File: src/rtl/mem_access_pkg.sv
`default_nettype none
// ============================================================================
//  Module      : mem_access_pkg
//  Description : Shared types for the memory access unit: access-size and
//                FSM state encodings plus the size-code decoder.
//  Revision    : 1.0 - initial release
// ============================================================================
package mem_access_pkg;

    typedef enum logic [1:0] {
        SZ_BYTE = 2'b00,
        SZ_HALF = 2'b01,
        SZ_WORD = 2'b10
    } size_e;

    typedef enum logic [1:0] {
        IDLE = 2'b00,
        WAIT = 2'b01,
        DONE = 2'b10
    } state_e;

    // Code 2'b11 is folded onto a word access.
    function automatic size_e decode_size(input logic [1:0] code);
        case (code)
            2'b00:   return SZ_BYTE;
            2'b01:   return SZ_HALF;
            default: return SZ_WORD;
        endcase
    endfunction

endpackage
`default_nettype wire

File: src/rtl/mem_access_unit_if.sv
`default_nettype none
// ============================================================================
//  Module      : mem_access_unit_if
//  Description : Data-memory request/response bus between the access unit
//                (master) and the memory (slave).
//  Revision    : 1.0 - initial release
// ============================================================================
interface mem_access_unit_if #(
    parameter int XLEN = 32
);
    logic              req;
    logic              we;
    logic [XLEN-1:0]   addr;
    logic [XLEN-1:0]   wdata;
    logic [XLEN/8-1:0] be;
    logic              ack;
    logic [XLEN-1:0]   rdata;

    modport master (output req, we, addr, wdata, be, input ack, rdata);
    modport slave  (input req, we, addr, wdata, be, output ack, rdata);
endinterface
`default_nettype wire

File: src/rtl/mem_lane_align.sv
`default_nettype none
// ============================================================================
//  Module      : mem_lane_align
//  Description : Combinational byte-lane logic: word address, byte enables,
//                store-data replication and load lane select/extension.
//  Revision    : 1.0 - initial release
// ============================================================================
module mem_lane_align
    import mem_access_pkg::*;
#(
    parameter int XLEN = 32
) (
    input  logic [XLEN-1:0]   i_addr,
    input  size_e             i_size,
    input  logic              i_unsigned,
    input  logic [XLEN-1:0]   i_wdata,
    input  logic [XLEN-1:0]   i_rdata,
    output logic [XLEN-1:0]   o_word_addr,
    output logic [XLEN/8-1:0] o_be,
    output logic [XLEN-1:0]   o_wdata,
    output logic [XLEN-1:0]   o_load_data
);

    localparam int c_NB   = XLEN / 8;
    localparam int c_OFFW = $clog2(c_NB);
    localparam logic [c_NB-1:0] c_BE_B = c_NB'(1);
    localparam logic [c_NB-1:0] c_BE_H = c_NB'(3);
    localparam logic [c_NB-1:0] c_BE_W = c_NB'(15);

    logic [c_OFFW-1:0] w_off;
    logic [XLEN-1:0]   w_shifted;

    always_comb begin
        // Misaligned offsets are truncated to the natural alignment of the size.
        w_off = i_addr[c_OFFW-1:0];
        case (i_size)
            SZ_HALF: w_off[0]   = 1'b0;
            SZ_WORD: w_off[1:0] = 2'b00;
            default: ;
        endcase

        o_word_addr = {i_addr[XLEN-1:c_OFFW], {c_OFFW{1'b0}}};

        case (i_size)
            SZ_BYTE: o_be = c_BE_B << w_off;
            SZ_HALF: o_be = c_BE_H << w_off;
            default: o_be = c_BE_W << w_off;
        endcase

        o_wdata = '0;
        for (int i = 0; i < c_NB; i++) begin
            case (i_size)
                SZ_BYTE: o_wdata[8*i +: 8] = i_wdata[7:0];
                SZ_HALF: o_wdata[8*i +: 8] = i_wdata[8*(i%2) +: 8];
                default: o_wdata[8*i +: 8] = i_wdata[8*(i%4) +: 8];
            endcase
        end

        w_shifted = i_rdata >> {w_off, 3'b000};
        case (i_size)
            SZ_BYTE: o_load_data = i_unsigned ? XLEN'(w_shifted[7:0])
                                              : XLEN'($signed(w_shifted[7:0]));
            SZ_HALF: o_load_data = i_unsigned ? XLEN'(w_shifted[15:0])
                                              : XLEN'($signed(w_shifted[15:0]));
            default: o_load_data = i_unsigned ? XLEN'(w_shifted[31:0])
                                              : XLEN'($signed(w_shifted[31:0]));
        endcase
    end

endmodule
`default_nettype wire

File: src/rtl/mem_access_unit.sv
`default_nettype none
// ============================================================================
//  Module      : mem_access_unit
//  Description : MEM-stage unit: accepts an EX bundle, performs one data
//                memory access with timeout, and emits a writeback bundle.
//                Optional macro MEM_ACCESS_MISALIGN_TRAP_EN adds a misalign
//                output and traps misaligned half/word accesses.
//  Revision    : 1.0 - initial release
// ============================================================================
module mem_access_unit
    import mem_access_pkg::*;
#(
    parameter int XLEN        = 32,
    parameter int REG_AW      = 5,
    parameter int TIMEOUT_CYC = 15
) (
    input  logic              clk,
    input  logic              rst,
    input  logic              in_valid,
    output logic              in_ready,
    input  logic [XLEN-1:0]   ex_alu_out,
    input  logic [XLEN-1:0]   ex_wdata,
    input  logic [REG_AW-1:0] ex_wreg,
    input  logic              ex_reg_write,
    input  logic              ex_mem_read,
    input  logic              ex_mem_write,
    input  logic [1:0]        ex_size,
    input  logic              ex_unsigned,
    mem_access_unit_if.master dmem,
    output logic              wb_valid,
    output logic [XLEN-1:0]   wb_data,
    output logic [REG_AW-1:0] wb_reg,
    output logic              wb_reg_write,
    output logic              stall,
`ifdef MEM_ACCESS_MISALIGN_TRAP_EN
    output logic              misalign,
`endif
    output logic              err_timeout
);

    localparam int c_CNT_W = (TIMEOUT_CYC > 1) ? $clog2(TIMEOUT_CYC) : 1;
    localparam logic [c_CNT_W-1:0] c_CNT_LAST = c_CNT_W'(TIMEOUT_CYC - 1);

    state_e              r_state, w_state_nxt;
    logic [XLEN-1:0]     r_alu_out, r_wdata;
    logic [REG_AW-1:0]   r_wreg;
    logic                r_reg_write, r_load, r_store, r_unsigned, r_timeout;
    size_e               r_size;
    logic [c_CNT_W-1:0]  r_wait_cnt;
    logic [XLEN-1:0]     r_wb_data;
    logic [REG_AW-1:0]   r_wb_reg;
    logic                r_wb_reg_write;

    logic                w_accept, w_in_is_mem, w_in_misalign, w_in_wait, w_timeout_hit;
    logic                w_wb_load, w_wb_we_nxt;
    logic [XLEN-1:0]     w_wb_data_nxt;
    logic [REG_AW-1:0]   w_wb_reg_nxt;
    logic [XLEN-1:0]     w_word_addr, w_st_wdata, w_load_data;
    logic [XLEN/8-1:0]   w_be;

    assign w_in_is_mem = ex_mem_read | ex_mem_write;
    assign w_accept    = (r_state == IDLE) & in_valid;
    assign w_in_wait   = (r_state == WAIT);

`ifdef MEM_ACCESS_MISALIGN_TRAP_EN
    logic r_misalign;

    always_comb begin
        w_in_misalign = 1'b0;
        if (w_in_is_mem) begin
            case (decode_size(ex_size))
                SZ_HALF: w_in_misalign = ex_alu_out[0];
                SZ_WORD: w_in_misalign = |ex_alu_out[1:0];
                default: ;
            endcase
        end
    end

    assign misalign = (r_state == DONE) & r_misalign;

    always_ff @(posedge clk) begin
        if (rst)
            r_misalign <= 1'b0;
        else if (w_accept)
            r_misalign <= w_in_misalign;
    end
`else
    assign w_in_misalign = 1'b0;
`endif

    mem_lane_align #(.XLEN(XLEN)) u_lane (
        .i_addr      (r_alu_out),
        .i_size      (r_size),
        .i_unsigned  (r_unsigned),
        .i_wdata     (r_wdata),
        .i_rdata     (dmem.rdata),
        .o_word_addr (w_word_addr),
        .o_be        (w_be),
        .o_wdata     (w_st_wdata),
        .o_load_data (w_load_data)
    );

    always_comb begin
        w_state_nxt   = r_state;
        w_wb_load     = 1'b0;
        w_wb_data_nxt = r_alu_out;
        w_wb_reg_nxt  = r_wreg;
        w_wb_we_nxt   = 1'b0;
        w_timeout_hit = 1'b0;
        case (r_state)
            IDLE: begin
                if (in_valid) begin
                    if (w_in_is_mem && !w_in_misalign) begin
                        w_state_nxt = WAIT;
                    end else begin
                        w_state_nxt   = DONE;
                        w_wb_load     = 1'b1;
                        w_wb_data_nxt = ex_alu_out;
                        w_wb_reg_nxt  = ex_wreg;
                        w_wb_we_nxt   = ex_reg_write & ~w_in_misalign;
                    end
                end
            end
            WAIT: begin
                if (dmem.ack) begin
                    w_state_nxt   = DONE;
                    w_wb_load     = 1'b1;
                    w_wb_data_nxt = r_load ? w_load_data : r_alu_out;
                    w_wb_we_nxt   = r_reg_write;
                end else if (r_wait_cnt == c_CNT_LAST) begin
                    // Abandon the request; writeback is emitted without a register write.
                    w_state_nxt   = DONE;
                    w_wb_load     = 1'b1;
                    w_timeout_hit = 1'b1;
                end
            end
            DONE:    w_state_nxt = IDLE;
            default: w_state_nxt = IDLE;
        endcase
    end

    always_ff @(posedge clk) begin
        if (rst) begin
            r_state        <= IDLE;
            r_alu_out      <= '0;
            r_wdata        <= '0;
            r_wreg         <= '0;
            r_reg_write    <= 1'b0;
            r_load         <= 1'b0;
            r_store        <= 1'b0;
            r_size         <= SZ_BYTE;
            r_unsigned     <= 1'b0;
            r_timeout      <= 1'b0;
            r_wait_cnt     <= '0;
            r_wb_data      <= '0;
            r_wb_reg       <= '0;
            r_wb_reg_write <= 1'b0;
        end else begin
            r_state <= w_state_nxt;
            if (w_accept) begin
                r_alu_out   <= ex_alu_out;
                r_wdata     <= ex_wdata;
                r_wreg      <= ex_wreg;
                r_reg_write <= ex_reg_write & ~ex_mem_write;
                r_load      <= ex_mem_read & ~ex_mem_write;
                r_store     <= ex_mem_write;
                r_size      <= decode_size(ex_size);
                r_unsigned  <= ex_unsigned;
                r_timeout   <= 1'b0;
            end
            if (w_timeout_hit)
                r_timeout <= 1'b1;
            if (w_in_wait)
                r_wait_cnt <= r_wait_cnt + 1'b1;
            else
                r_wait_cnt <= '0;
            if (w_wb_load) begin
                r_wb_data      <= w_wb_data_nxt;
                r_wb_reg       <= w_wb_reg_nxt;
                r_wb_reg_write <= w_wb_we_nxt;
            end
        end
    end

    assign in_ready     = (r_state == IDLE);
    assign stall        = ~in_ready;
    assign wb_valid     = (r_state == DONE);
    assign wb_data      = r_wb_data;
    assign wb_reg       = r_wb_reg;
    assign wb_reg_write = r_wb_reg_write;
    assign err_timeout  = (r_state == DONE) & r_timeout;

    // Bus fields are zeroed outside WAIT so the idle bus is quiet.
    assign dmem.req   = w_in_wait;
    assign dmem.we    = w_in_wait & r_store;
    assign dmem.addr  = w_in_wait ? w_word_addr : '0;
    assign dmem.wdata = w_in_wait ? w_st_wdata  : '0;
    assign dmem.be    = w_in_wait ? w_be        : '0;

endmodule
`default_nettype wire

File: src/flat_wrapper.sv
// flat-port wrapper written by rule: the top's interface ports become plain ports
module mem_access_unit_flat import mem_access_pkg::*;
#(
    parameter int XLEN        = 32,
    parameter int REG_AW      = 5,
    parameter int TIMEOUT_CYC = 15
)
  (clk, rst, in_valid, in_ready, ex_alu_out, ex_wdata, ex_wreg, ex_reg_write, ex_mem_read, ex_mem_write, ex_size, ex_unsigned, wb_valid, wb_data, wb_reg, wb_reg_write, stall, err_timeout, dmem_req, dmem_we, dmem_addr, dmem_wdata, dmem_be, dmem_ack, dmem_rdata);
  mem_access_unit_if #(.XLEN(XLEN)) dmem_i ();
  input  logic clk;
  input  logic rst;
  input  logic in_valid;
  output logic in_ready;
  input  logic [XLEN-1:0] ex_alu_out;
  input  logic [XLEN-1:0] ex_wdata;
  input  logic [REG_AW-1:0] ex_wreg;
  input  logic ex_reg_write;
  input  logic ex_mem_read;
  input  logic ex_mem_write;
  input  logic [1:0] ex_size;
  input  logic ex_unsigned;
  output logic wb_valid;
  output logic [XLEN-1:0] wb_data;
  output logic [REG_AW-1:0] wb_reg;
  output logic wb_reg_write;
  output logic stall;
  output logic err_timeout;
  output wire logic [$bits(dmem_i.req)-1:0] dmem_req;
  output wire logic [$bits(dmem_i.we)-1:0] dmem_we;
  output wire logic [$bits(dmem_i.addr)-1:0] dmem_addr;
  output wire logic [$bits(dmem_i.wdata)-1:0] dmem_wdata;
  output wire logic [$bits(dmem_i.be)-1:0] dmem_be;
  input wire logic [$bits(dmem_i.ack)-1:0] dmem_ack;
  input wire logic [$bits(dmem_i.rdata)-1:0] dmem_rdata;
  assign dmem_req = dmem_i.req;
  assign dmem_we = dmem_i.we;
  assign dmem_addr = dmem_i.addr;
  assign dmem_wdata = dmem_i.wdata;
  assign dmem_be = dmem_i.be;
  assign dmem_i.ack = dmem_ack;
  assign dmem_i.rdata = dmem_rdata;
  mem_access_unit #(.XLEN(XLEN), .REG_AW(REG_AW), .TIMEOUT_CYC(TIMEOUT_CYC)) u_core (.clk(clk), .rst(rst), .in_valid(in_valid), .in_ready(in_ready), .ex_alu_out(ex_alu_out), .ex_wdata(ex_wdata), .ex_wreg(ex_wreg), .ex_reg_write(ex_reg_write), .ex_mem_read(ex_mem_read), .ex_mem_write(ex_mem_write), .ex_size(ex_size), .ex_unsigned(ex_unsigned), .dmem(dmem_i), .wb_valid(wb_valid), .wb_data(wb_data), .wb_reg(wb_reg), .wb_reg_write(wb_reg_write), .stall(stall), .err_timeout(err_timeout));
endmodule
File: config.mk
export PLATFORM = sky130hd
export DESIGN_NAME = mem_access_unit_flat
export DESIGN_NICKNAME = d
export VERILOG_FILES = /design/src/rtl/mem_access_pkg.sv /design/src/rtl/mem_access_unit_if.sv /design/src/rtl/mem_lane_align.sv /design/src/rtl/mem_access_unit.sv /design/src/flat_wrapper.sv
export SDC_FILE = /design/constraint.sdc
export NUM_CORES = 1
export LEC_CHECK = 0
export BUFFER_PORTS_ARGS = -buffer_cell sky130_fd_sc_hd__buf_2
export CAP_MARGIN = 20
export CORE_ASPECT_RATIO = 0.6
export CORE_UTILIZATION = 53
export CTS_CLUSTER_SIZE = 40
export DETAILED_ROUTE_END_ITERATION = 6
export PLACE_DENSITY_LB_ADDON = 0.12
export SYNTH_ARGS = -nofsm -noshare
export SYNTH_HDL_FRONTEND = slang
export SYNTH_HIERARCHICAL = 1
export SYNTH_SLANG_ARGS = --single-unit
File: constraint.sdc
create_clock -name clk -period 2.98 [get_ports clk]
set_clock_uncertainty 0.15 [all_clocks]
set_input_delay 0.447 -clock clk [delete_from_list [all_inputs] [get_ports clk]]
set_output_delay 0.447 -clock clk [all_outputs]
set_load 0.03 [all_outputs]
==> metrics.md <==
| Metric | Value |
|---|---|
| Final Instance Count excl. Fillers | 1218 |
| Number of buffers inserted by post-CTS setup repair | 0 |
| Number of cell rows | 32 |
| Clock root buffer | clkbuf_16 |
| Switching power | 1590 uW |
| Standby leakage power | 0.00415 uW |
| Sink of the worst hold path | u_core/r_unsigned$_SDFFE_PP0P_ |
| Die outline area | 0.0144 mm2 |
| Count of max-cap constraint violations | 0 |
| Number of placed I/O pins | 223 |
| Post-CTS clock slew at the launch and capture registers of the worst setup and hold paths | 0.06 ns |
| Synth Area per Inst | 8.34 um2 |
| Final-layout fill cell count | 1169 |
| Post-synth EDFFs | 0 |
| Synthesized cell area | 0.00739 mm2 |
| Cell types with the largest area share after synthesis | dfxtp_1 33%, nand2_1 9.9%, mux2_2 9.6% |
| Maximum fanout along the worst path | 16 |
| Total vias in the final route | 6926 |
| Arrival time at the worst endpoint | 2.25 ns |
| Starting density of the core | 0.559 |
| Finish-stage setup viols | 0 |
| Start-to-end type of the worst setup path | reg -> out |
| DR pass1 iterations | 5 |
| Sequential Power Share | 0.353 |
| Wire length after detailed routing | 22300 um |
| Outcome | complete, no violations |
| Final Critical Period | 2.85 ns |
| Worst IR Drop VDD | 320 uV |
| Reg2reg end | u_core/wb_data[21]$_SDFFE_PP0P_ |
| Cell at the slowest stage of the critical path | mux2_2 |
| Total GRT Usage | 0.310 |
| Worst reg-to-reg path cell count | 10 |
| Via-per-instance ratio | 5.69 |
| Final-layout worst hold slack | 0.114 ns |
| Cts repair resizes | 1 |
| Vias in the first global route | 6203 |
| Cell area reported after detailed placement | 0.00830 mm2 |
| Total power per unit cell area | 577 mW/mm2 |
| Async set-or-reset flop fraction in the synthesized netlist | 0 |
| Area fraction of the dominant cell type after synthesis | 0.325 |
| HPWL Detailed | 15300 um |
| Combinational fraction of design power | 0.214 |
| Layout cell share with drive strength beyond 1 | 0.374 |
| Cell Int Power | 3570 uW |
| Maximum number of pins on one net before global-route repair | 72 |
| CTS tree | yes |
| Startpoint of the worst register-to-register path | u_core/r_size[0]$_SDFFE_PP0P_ |
| Number of nets at the end of the flow | 1153 |
| Iteration-0 DRC count of the detailed router | 706 |
| Height of the die | 93.5 um |
| Crit end category | primary output |
| Clock latency of the later-clocked register in the worst-skew pair | 0.42 ns |
| Part of the Yosys area used for sequential elements | 0.325 |
| GRT overflow | 0 |
| Main flop type after synthesis | dfxtp_1 |
| Hold WC Path Type | in -> reg |
| Critical-path cell list | inv_1, ha_2, nor2_2, buf_6, mux2_2, and2_1, buf_2 |
| Post-route cell area | 0.00894 mm2 |
| Stage delay of the slowest cell on the critical path | 0.35 ns |
| Routed length per instance | 18.3 um |
| Register-to-register path setup slack | 0.15 ns |
| Count of pins over their slew limit | 0 |
| Setup repair after global routing missed its margin | no |
| Hold-fix buffers, CTS | 0 |
| Remaining antenna violation count after routing | 0 |
| Buffer depth of the longest clock path | 2 |
| #FFs+latches synth | 120 |
| Maximum operating frequency | 0.351 GHz |
| Port Buf Inserts | 220 |
| Final Hold Viols | 0 |
| Worst Tran Pin Value | 0.802 ns |
| Min-Delay Path Depth | 3 |
| Fin Setup TNS | 0 ns |
| Die width | 154 um |
| Distinct cell type count of the synthesized netlist | 55 |
| Final worst-path cycle share | 0.957 |
| Most common library cell in the layout ignoring fill and taps | buf_2 |
| Min-delay src | ex_unsigned |
| Global-route wire length before repair | 34600 um |
| Number of CTS-inserted buffers | 17 |
| Switching Share | 0.308 |
| Number of antenna diodes | 0 |
| Portion of total power attributed to the clock network | 0.433 |
| Leading cell types in the layout, fill and taps excluded | 219 x buf_2, 194 x nand2_1, 120 x dfxtp_1 |
| Synthesized netlist cell count | 886 |
| Routability congestion estimate | 0.945 |
| Dpl cells | 1187 |
| Worst endpoint required time | 2.38 ns |
| Number of H-tree levels | 4 |
| Max_slew headroom | 0.465 |
| Drt drc | 0 |
| Layout area overhead | 20.9% |
| Cell accounting for the most synthesized area | dfxtp_1 |
| Total number of yosys warnings | 6 |
| Number of antenna violations at the first check in global routing | 0 |
| Sort of element at the start of the critical path | flop |
| Clock sink count | 120 |
| Std-Cell Core Area | 0.0132 mm2 |
[worst max-delay path, delay by kind of cell (launching register included)]
family	cells	cell delay, ns
buffers and inverters	3	0.49
flip-flops	1	0.34
adder cells (fa/ha/maj)	1	0.27
AND/OR/NAND/NOR	2	0.39
multiplexers	1	0.35
[per-stage QoR]
stage                     utilization  worst slack (ns)  power, uW
final                           0.676             0.129       5160
after global routing            0.676           0.00383       5340
after CTS                       0.676            0.0343       5160
after detailed placement        0.628             0.176       2930
after global placement          0.628             0.252       2920
after floorplan                     -             0.253       2620
[power by group through the flow]
stage / Combinational (uW) / Sequential, uW / Clock (uW)
after floorplan: 729 / 1890 / 0
after global placement: 1070 / 1850 / 0
after detailed placement: 1080 / 1850 / 0
after CTS: 1090 / 1810 / 2250
after global routing: 1190 / 1830 / 2330
final: 1100 / 1820 / 2230
[layer usage]
layer | vias up | GRT usage | wire length [um]
li1 | 3307 | - | -
met1 | 3230 | 0.473 | 10900
met2 | 364 | 0.436 | 9160
met3 | 25 | 0.0667 | 2000
met4 | 0 | 0.0751 | 256
met5 | - | 0 | 0
[synth_stat cells, drive strengths merged (7+ instances only)]
cell / count
mux4: 8
and2: 72
mux2: 66
mux2i: 23
nor2b: 7
nor3: 42
a21oi: 84
nand2: 197
a221oi: 25
buf: 80
clkbuf: 34
inv: 8
nor2: 37
a22oi: 9
o211ai: 7
o21ai: 11
dfxtp: 120
nand3b: 7
[worst max path at each step]
stage / from / endpoint / cells after the start
after global routing: u_core/r_size[0]$_SDFFE_PP0P_ / u_core/wb_data[19]$_SDFFE_PP0P_ / 10
after global placement: u_core/r_size[0]$_SDFFE_PP0P_ / u_core/wb_data[20]$_SDFFE_PP0P_ / 10
after CTS: u_core/r_size[0]$_SDFFE_PP0P_ / dmem_be[3] / 8
final: u_core/r_size[1]$_SDFFE_PP0P_ / dmem_wdata[18] / 7
after floorplan: u_core/r_size[0]$_SDFFE_PP0P_ / u_core/wb_data[30]$_SDFFE_PP0P_ / 10
after detailed placement: u_core/r_size[0]$_SDFFE_PP0P_ / u_core/wb_data[21]$_SDFFE_PP0P_ / 10
[layout make-up]
type	count	area, um2	area share
inverter	8	30.0	0.00336
tap	170	213	0.0238
clock inverter	13	193	0.0216
sequential	120	2400	0.269
multi-input combinational	645	4270	0.478
clock buffer	18	439	0.0491
timing repair buffer	244	1390	0.155
[kinds of logic (layout without fill, tap and decap cells)]
family          Yosys count  after routing  synth area share
buf+inv                 122            283            0.0984
xor+xnor                  2              2           0.00237
fa+ha+maj                 6              6            0.0102
other cells               1              2          0.000507
flops                   120            120             0.325
compound gates          160            160             0.154
mux                      97             97             0.156
simple gates            378            378             0.253
No activity file was read; power rests on OpenSTA's default activity.
